<file path="src/rtl/seg_scan_driver.sv">
// Six-digit common-anode 7-segment scan driver with sequential double-dabble BCD conversion.
// Optional macro LEADING_ZERO_BLANK_EN blanks leading zeros on numeric digits 3..1.
module seg_scan_driver #(
    parameter int SCAN_DIV = 10,
    parameter int NUM_MAX  = 9999
) (
    input  logic        clk,
    input  logic        rst_n,
    input  logic [7:0]  dis_dig,
    input  logic [13:0] dis_num,
    output logic [5:0]  an,
    output logic [7:0]  seg,
    output logic        conv_done
);

    localparam int PW = (SCAN_DIV > 1) ? $clog2(SCAN_DIV) : 1;

    typedef enum logic [1:0] {S_LOAD, S_SHIFT, S_DONE} state_t;

    state_t          r_state;
    logic [3:0]      r_iter;
    logic [13:0]     r_bin;
    logic [13:0]     r_cap;
    logic [15:0]     r_bcd;
    logic [7:0]      r_hexHold;
    logic [15:0]     r_disBcd;
    logic [7:0]      r_disHex;
    logic            r_over;
    logic            r_convDone;
    logic [PW-1:0]   r_presc;
    logic [2:0]      r_idx;
    logic [5:0]      r_an;
    logic [7:0]      r_seg;

    logic [15:0]     w_adj;
    logic [29:0]     w_shift;
    logic [3:0]      w_nib;
    logic            w_dash;
    logic            w_blank;
    logic [7:0]      w_segCode;
    logic [5:0]      w_anNext;

    function automatic logic [7:0] segDecode(input logic [3:0] v);
        case (v)
            4'h0: segDecode = 8'hC0;
            4'h1: segDecode = 8'hF9;
            4'h2: segDecode = 8'hA4;
            4'h3: segDecode = 8'hB0;
            4'h4: segDecode = 8'h99;
            4'h5: segDecode = 8'h92;
            4'h6: segDecode = 8'h82;
            4'h7: segDecode = 8'hF8;
            4'h8: segDecode = 8'h80;
            4'h9: segDecode = 8'h90;
            4'hA: segDecode = 8'h88;
            4'hB: segDecode = 8'h83;
            4'hC: segDecode = 8'hC6;
            4'hD: segDecode = 8'hA1;
            4'hE: segDecode = 8'h86;
            default: segDecode = 8'h8E;
        endcase
    endfunction

    // Double-dabble step: correct each BCD nibble, then shift the combined register left.
    always_comb begin
        w_adj = r_bcd;
        for (int i = 0; i < 4; i++) begin
            if (r_bcd[4*i +: 4] >= 4'd5) begin
                w_adj[4*i +: 4] = r_bcd[4*i +: 4] + 4'd3;
            end
        end
        w_shift = {w_adj, r_bin} << 1;
    end

    always_ff @(posedge clk or negedge rst_n) begin
        if (!rst_n) begin
            r_state    <= S_LOAD;
            r_iter     <= 4'd0;
            r_bin      <= 14'd0;
            r_cap      <= 14'd0;
            r_bcd      <= 16'd0;
            r_hexHold  <= 8'd0;
            r_disBcd   <= 16'd0;
            r_disHex   <= 8'd0;
            r_over     <= 1'b0;
            r_convDone <= 1'b0;
        end else begin
            r_convDone <= 1'b0;
            case (r_state)
                S_LOAD: begin
                    r_bin     <= dis_num;
                    r_cap     <= dis_num;
                    r_hexHold <= dis_dig;
                    r_bcd     <= 16'd0;
                    r_iter    <= 4'd0;
                    r_state   <= S_SHIFT;
                end
                S_SHIFT: begin
                    r_bcd  <= w_shift[29:14];
                    r_bin  <= w_shift[13:0];
                    r_iter <= r_iter + 4'd1;
                    if (r_iter == 4'd13) begin
                        r_state <= S_DONE;
                    end
                end
                S_DONE: begin
                    r_disBcd   <= r_bcd;
                    r_disHex   <= r_hexHold;
                    r_over     <= ({18'd0, r_cap} > 32'(NUM_MAX));
                    r_convDone <= 1'b1;
                    r_state    <= S_LOAD;
                end
                default: r_state <= S_LOAD;
            endcase
        end
    end

    always_ff @(posedge clk or negedge rst_n) begin
        if (!rst_n) begin
            r_presc <= '0;
            r_idx   <= 3'd0;
        end else if (r_presc == PW'(SCAN_DIV - 1)) begin
            r_presc <= '0;
            r_idx   <= (r_idx == 3'd5) ? 3'd0 : r_idx + 3'd1;
        end else begin
            r_presc <= r_presc + 1'b1;
        end
    end

    // Slot content: numeric digits may be dashed (over-range) or blanked; hex digits never are.
    always_comb begin
        w_nib   = 4'd0;
        w_dash  = 1'b0;
        w_blank = 1'b0;
        case (r_idx)
            3'd0: w_nib = r_disBcd[3:0];
            3'd1: w_nib = r_disBcd[7:4];
            3'd2: w_nib = r_disBcd[11:8];
            3'd3: w_nib = r_disBcd[15:12];
            3'd4: w_nib = r_disHex[3:0];
            3'd5: w_nib = r_disHex[7:4];
            default: w_nib = 4'd0;
        endcase
        if (r_idx < 3'd4) begin
            w_dash = r_over;
        end
`ifdef LEADING_ZERO_BLANK_EN
        if (!r_over) begin
            case (r_idx)
                3'd3: w_blank = (r_disBcd[15:12] == 4'd0);
                3'd2: w_blank = (r_disBcd[15:8] == 8'd0);
                3'd1: w_blank = (r_disBcd[15:4] == 12'd0);
                default: w_blank = 1'b0;
            endcase
        end
`endif
        if (w_dash) begin
            w_segCode = 8'hBF;
        end else if (w_blank) begin
            w_segCode = 8'hFF;
        end else begin
            w_segCode = segDecode(w_nib);
        end
        w_anNext = ~(6'b000001 << r_idx);
    end

    always_ff @(posedge clk or negedge rst_n) begin
        if (!rst_n) begin
            r_an  <= 6'b111111;
            r_seg <= 8'hFF;
        end else begin
            r_an  <= w_anNext;
            r_seg <= w_segCode;
        end
    end

    assign an        = r_an;
    assign seg       = r_seg;
    assign conv_done = r_convDone;

endmodule

</file>
<file path="config.mk">
export PLATFORM = sky130hd
export DESIGN_NAME = seg_scan_driver
export DESIGN_NICKNAME = d
export VERILOG_FILES = /design/src/rtl/seg_scan_driver.sv
export SDC_FILE = /design/constraint.sdc
export NUM_CORES = 1
export LEC_CHECK = 0
export ABC_AREA = 0
export CAP_MARGIN = 20
export CORE_MARGIN = 2
export CORE_UTILIZATION = 35
export CTS_CLUSTER_DIAMETER = 60
export DETAILED_ROUTE_END_ITERATION = 8
export PLACE_DENSITY_LB_ADDON = 0.1
export SKIP_LAST_GASP = 1
export SYNTH_ARGS = -nofsm -noshare
export SYNTH_HDL_FRONTEND = slang
export SYNTH_SLANG_ARGS = --single-unit
</file>
<file path="constraint.sdc">
create_clock -name clk -period 2.9 [get_ports clk]
set_input_delay 0.725 -clock clk [delete_from_list [all_inputs] [get_ports clk]]
set_output_delay 0.725 -clock clk [all_outputs]
set_load 0.05 [all_outputs]
</file>
==> impl_metrics.yaml, run 1 <==
outcome:
  status: "finished clean"
layout:
  seq_area_um2: 2519
  insertedDiodeCount: 0
  nets: 490
  drive_above_1_share_pct: 16.96
  fillers: 1285
  multiInputGateArea_um2: 1947
  synthToLayoutAreaGrowth_pct: 18.59
sta:
  finalSetupViolations: 0
  period_share_pct: 90.98
  fin_setup_tns_ns: 0
  period_needed_ns: 2.638
  finClkSkew_ns: 0.003254
  maxSlewHeadroom_pct: 48.00
  finalMaxSlewViolations: 0
  layout_setup_ws_ns: 0.2616
  fmax_mhz: 379.0
  grt_setup_unrepaired: "no"
  hold_viol_final: 0
  worst_pin_slew_ns: 0.7800
synth:
  synth_top_area_share_pct: 46.80
  ys_warn_count: 0
  syn_inst: 416
  synth-seq-cells: 100
  synth_common_cells: "dfrtp_1, nand2_1, o21ai_0"
  syn_avg_cell_area_um2: 11.18
  synth_area_leader_cell: "dfrtp_1"
  syn_area_um2: 4652
  ys_top_cells_by_area: "dfrtp_1, mux2_2, dfstp_2"
  yosysMostFrequentCell: "dfrtp_1"
  ys_seq_area_share_pct: 54.14
  synthesis.nets: 457
  synthArstFlopShare_pct: 100.0
  synth_edf_count: 0
  ys_types: 50
  synthFlopType: "dfrtp_1"
global_routing:
  grtUsageTotal_pct: 13.54
  overflow: 0
  antenna_found_initial: 0
  grt_max_degree: 69
  grt_pass1_vias: 3084
  grt_pass1_wl_um: 15390
flow_run:
  drv_cap: 0
clock_tree:
  cts_root_buffer: "clkbuf_16"
  cts_tree: "built"
  h-tree-depth: 3
  cts_sinks: 100
  clock_path_buffers: 2
  clk-insertion-delay-late_ns: 0.34
  numCtsBuffers: 9
  cts_resized: 0
  post-cts-setup-buffer-count: 0
  clk_pin_slew_ns: 0.06
  hold_buffers: 0
detailed_routing:
  wl_um: 8838
  route.vias.total: 3053
  vias_per_cell: 4.846
  wl_per_cell_um: 14.03
  drt-pass1-iter-count: 4
  drc: 0
  drtAntennaViolNets: 0
  dr.first_iter.drc_count: 159
worst_setup_path:
  arrival_ns: 2.91
  end_kind: "flip-flop"
  critPathLaunch: "r_idx[1]"
  critical_path.max_fanout: 12
  reg2reg_to: "seg[0]"
  ff2ff_setup_slack_ns: 0.26
  worstRegToRegCells: 10
  regToRegStartpoint: "r_idx[1]"
  cp-endpoint: "seg[0]"
  cp-start-kind: "flip-flop"
  crit_type: "reg -> reg"
  required_ns: 3.17
floorplan:
  initial_core_util_pct: 35.55
  boundaryPins: 39
  die_h_um: 119.3
  core_um2: 13090
  die_w_um: 119.3
  dieArea_um2: 14230
  fp-row-count: 42
power_and_ir_drop:
  leakagePower_uw: 0.002469
  ir_drop_v: 0.0002681
  power.density_nw_per_um2: 563.2
placed_design:
  gp_congestion: 0.8303
  hpwlAfterDp_um: 6160
  portBuffers: 37
  dp_slack_ns: 0.3145
hold_path:
  hold_path_class: "in -> async"
==> registers in the layout, indices dropped and copies added (netlist names) <==
signal,cells
an,6
r_over,1
r_hexHold,8
r_disHex,8
r_idx,3
r_iter,4
r_disBcd,16
r_bin,14
r_state,2
r_cap,10
r_bcd,16
r_presc,4
conv_done,1
seg,7
==> worst min path at each step <==
stage / startpoint / end / slack, ns
after CTS: rst_n / r_presc[3] / 0.33
final: rst_n / r_presc[3] / 0.32
after global placement: r_bin[13] / r_bin[13] / 0.47
after global routing: rst_n / r_presc[3] / 0.34
after floorplan: rst_n / conv_done / 0.43
after detailed placement: r_disBcd[0] / r_disBcd[0] / 0.47
==> worst max-delay path, cell delays in order (launching register included) <==
cell and delay [ns]:
dfrtp_1 0.49, and2_1 0.19, ha_1 0.24, a22oi_1 0.19, o221a_2 0.28, inv_1 0.10, ha_1 0.24, nand2b_1 0.15
a2111oi_1 0.47, a31oi_1 0.09, o31a_1 0.13
==> placed cells by master (no fill, tap or decap), types with 3 or more instances in the layout <==
cell type / count
dfrtp_1: 87
nand2_1: 54
o21ai_0: 47
mux2_2: 36
clkdlybuf4s50_1: 36
mux2i_1: 20
inv_1: 19
ha_1: 17
dfstp_2: 13
nor2_1: 12
nand2b_1: 10
a21oi_1: 10
clkbuf_16: 9
buf_4: 8
xnor2_1: 7
o31ai_1: 4
nor3b_1: 4
a31oi_1: 3
nand3b_1: 3
o221ai_1: 3
a22o_1: 3
xor2_1: 3
nand3_1: 3
==> power by group <==
group | internal [uW] | total, uW | switching [uW]
registers | 1510 | 1570 | 62.4
logic | 125 | 252 | 127
clock network | 779 | 1280 | 501
==> per-stage QoR <==
step	util (%)	cells	hold WS, ns	cell area [um^2]	power, uW
5_1_grt	42.16	630	0.3445	5517	3260
4_1_cts	42.15	630	0.3337	5515	3163
2_1_floorplan	-	416	0.4294	4652	1734
3_5_place_dp	39.71	614	0.4709	5196	1862
3_3_place_gp	39.71	614	0.4657	5196	1858
6_report	42.16	630	0.3223	5517	3107
==> cell type report <==
| type | count | area share (%) |
|---|---|---|
| Timing Repair Buffer | 45 | 7.984 |
| Tap cell | 176 | 3.992 |
| Clock inverter | 4 | 1.315 |
| Sequential cell | 100 | 45.66 |
| Inverter | 19 | 1.293 |
| Clock buffer | 12 | 4.468 |
| Multi-Input combinational cell | 274 | 35.29 |
==> layer usage <==
layer | track usage, % | routed length [um]
met1 | 17.14 | 4091
met4 | 4.167 | 117
met5 | 0 | 0
met2 | 22.59 | 4305
met3 | 3.688 | 323
==> cells by family (layout without fill, tap and decap cells) <==
| logic type | Yosys count | after routing | share of synthesized area [%] |
|---|---|---|---|
| other | 1 | 1 | 0.08061 |
| DFF | 100 | 100 | 54.14 |
| buffers and inverters | 42 | 80 | 4.034 |
| xor gates and xnor gates | 10 | 10 | 1.883 |
| muxes | 58 | 58 | 13.50 |
| adders and majority gates | 17 | 17 | 4.572 |
| and+or+nand+nor | 101 | 101 | 10.46 |
| AOI/OAI and AO/OA | 87 | 87 | 11.32 |
Note: power is estimated with default switching activity, not from simulation.
==> run 2: changes to the inputs <==
--- a/config.mk
+++ b/config.mk
@@ -5,13 +5,15 @@
 export SDC_FILE = /design/constraint.sdc
 export NUM_CORES = 1
 export LEC_CHECK = 0
-export ABC_AREA = 0
+export ABC_AREA = 1
 export CAP_MARGIN = 20
 export CORE_MARGIN = 2
 export CORE_UTILIZATION = 35
+export CTS_BUF_LIST = sky130_fd_sc_hd__clkbuf_4 sky130_fd_sc_hd__clkbuf_8
 export CTS_CLUSTER_DIAMETER = 60
 export DETAILED_ROUTE_END_ITERATION = 8
 export PLACE_DENSITY_LB_ADDON = 0.1
+export RECOVER_POWER = 50
 export SKIP_LAST_GASP = 1
 export SYNTH_ARGS = -nofsm -noshare
 export SYNTH_HDL_FRONTEND = slang
==> run 2 against run 1 <==
  * The run now ends with max-capacitance violations, max-slew violations left
  * Non-clock buffer count shrank 3
  * Sequential cell count is the same
  * Largest power group unchanged
  * Sequential power barely moved
==> impl_metrics.yaml, run 2 <==
outcome:
  status: "finished, violations left"
  violations: "max-capacitance violations, max-slew violations"
synth:
  synthFlopType: "dfrtp_1"
  synthesis.nets: 572
  synth_common_cells: "nand2_1, dfrtp_1, inv_1"
  synth_edf_count: 0
  syn_area_um2: 4697
  syn_avg_cell_area_um2: 8.846
  ys_types: 40
  ys_seq_area_share_pct: 53.62
  ys_warn_count: 0
  yosysMostFrequentCell: "nand2_1"
  synth-seq-cells: 100
  synth_top_area_share_pct: 46.35
  ys_top_cells_by_area: "dfrtp_1, nand2_1, dfstp_2"
  synth_area_leader_cell: "dfrtp_1"
  syn_inst: 531
  synthArstFlopShare_pct: 100.0
sta:
  fin_setup_tns_ns: 0
  finalSetupViolations: 0
  grt_setup_unrepaired: "no"
  finalMaxSlewViolations: 64
  period_needed_ns: 2.402
  hold_viol_final: 0
  worst_pin_slew_ns: 1.584
  period_share_pct: 82.84
  fmax_mhz: 416.3
  finClkSkew_ns: 0.009923
  maxSlewHeadroom_pct: -5.614
detailed_routing:
  route.vias.total: 3421
  drtAntennaViolNets: 0
  drc: 0
  drt-pass1-iter-count: 4
  dr.first_iter.drc_count: 220
  vias_per_cell: 4.598
  wl_per_cell_um: 12.42
  wl_um: 9237
placed_design:
  dpl_cell_area_um2: 5235
  gp_congestion: 0.8368
  hpwlAfterDp_um: 6529
  portBuffers: 37
clock_tree:
  clk_pin_slew_ns: 0.09
  hold_buffers: 0
  cts_root_buffer: "clkbuf_8"
  clock_path_buffers: 2
  cts_resized: 0
  h-tree-depth: 3
  cts_sinks: 100
  numCtsBuffers: 9
  post-cts-setup-buffer-count: 0
  clk-insertion-delay-late_ns: 0.37
  cts_tree: "built"
floorplan:
  boundaryPins: 39
  die_h_um: 119.8
  initial_core_util_pct: 35.61
  fp-row-count: 42
  dieArea_um2: 14360
  core_um2: 13190
  die_w_um: 119.8
worst_setup_path:
  crit_family: "buffers and inverters"
  end_kind: "output port"
  required_ns: 2.17
  crit_type: "reg -> out"
  worstPathCellList: "clkdlybuf4s50_1"
  critPathLaunch: "an[5]"
  cp-start-kind: "flip-flop"
  crit_path_max_incr_delay_ns: 0.79
  arrival_ns: 1.68
  regToRegStartpoint: "r_idx[2]"
  path_buf_inv: 1
  critical_path.max_fanout: 1
  worst_path_max_delay_cell: "clkdlybuf4s50_1"
layout:
  insertedDiodeCount: 0
  seq_area_um2: 2519
  drive_above_1_share_pct: 9.683
  nets: 606
  synthToLayoutAreaGrowth_pct: 14.52
  fillers: 1353
  stdcell_area_um2: 5379
  final_common_cell: "nand2_1"
  multiInputGateArea_um2: 1765
  layout_common_cells: "nand2_1, dfrtp_1, inv_1, o21ai_0, clkdlybuf4s50_1"
  top_regs: "r_bcd x16, r_disBcd x16, r_bin x14"
power_and_ir_drop:
  switching_share_pct: 24.76
  ir_drop_v: 0.0002695
  switchingPower_uw: 673.5
  p_int_uw: 2047
  leakagePower_uw: 0.002544
  seq_power_share_pct: 58.1
  pwr-share-clk_pct: 32.1
  power_frac_comb_pct: 9.8
  power.density_nw_per_um2: 505.7
global_routing:
  grt-busiest-layer: "met2"
  grtUsageTotal_pct: 14.61
  antenna_found_initial: 0
  met2_usage_pct: 24.32
  grt_use_met1_pct: 18.25
  overflow: 0
  grt_pass1_wl_um: 16440
  grt_max_degree: 65
  grt_pass1_vias: 3421
  use_met3_pct: 4.515
flow_run:
  drv_cap: 1
hold_path:
  hold_path_class: "reg -> reg"
  min-delay-start: "r_iter[3]"
## run 2: cell count changes after synthesis, sizes merged, moves of 14 or more
cell and change:
nor2 +20, nand2 +105, inv +49, mux2i -20
nand3 +31, o21ai +14, mux2 -38
## run 2: path summary, 6_finish.rpt
path,cells after the start,endpoint,slack (ns)
worst max-delay path,1,an[5],0.50
worst min-delay path,1,r_iter[3],0.47
worst max register to register,12,seg[3],0.68
worst min register to register,1,r_iter[3],0.47
max in group asynchronous,1,r_presc[3],1.22
min in group asynchronous,1,r_hexHold[2],0.75
## run 2: area by class of cell
type	count	area share [%]
clock inverters	3	0.7211
repair buffers	42	7.723
inverters	68	5.117
flip-flops and latches	100	46.82
multi-input cells	344	32.82
well taps	176	4.094
clock buffers	11	2.698
## run 2: stage by stage
step / instances / utilization (%) / hold slack [ns] / power, uW / worst slack [ns]
floorplan: 531 / - / 0.4294 / 1754 / 0.9793
global placement: 730 / 39.69 / 0.4513 / 1881 / 0.7437
detailed placement: 730 / 39.69 / 0.4591 / 1884 / 0.6814
finish: 744 / 40.78 / 0.4705 / 2720 / 0.4977
CTS: 744 / 41.08 / 0.4632 / 2775 / 0.4598
global route: 744 / 40.78 / 0.5070 / 2875 / 0.4349
## run 2: cells by family (layout without fill, tap and decap cells)
group / Yosys count / count (layout) / share of synthesized area, %
flops: 100 / 100 / 53.62
fa+ha+maj: 17 / 17 / 4.528
buf+inv: 87 / 124 / 8.045
simple gates: 236 / 236 / 22.64
other cells: 1 / 1 / 0.07984
compound gates: 81 / 81 / 9.404
xor+xnor: 9 / 9 / 1.678
## run 2: metal layers
layer	part of all wire, %	vias to the layer above	wire length (um)
met5	0	-	0
met4	1.3	0	117
met3	3.4	9	312
met2	48	45	4434
met1	47	1623	4372
li1	-	1744	-
## run 2: power groups by stage
stage	registers [uW]	clock network (uW)	logic, uW
2_1_floorplan	1620	0	132
3_3_place_gp	1610	0	268
3_5_place_dp	1610	0	274
4_1_cts	1580	916	275
5_1_grt	1600	963	312
6_report	1580	872	266
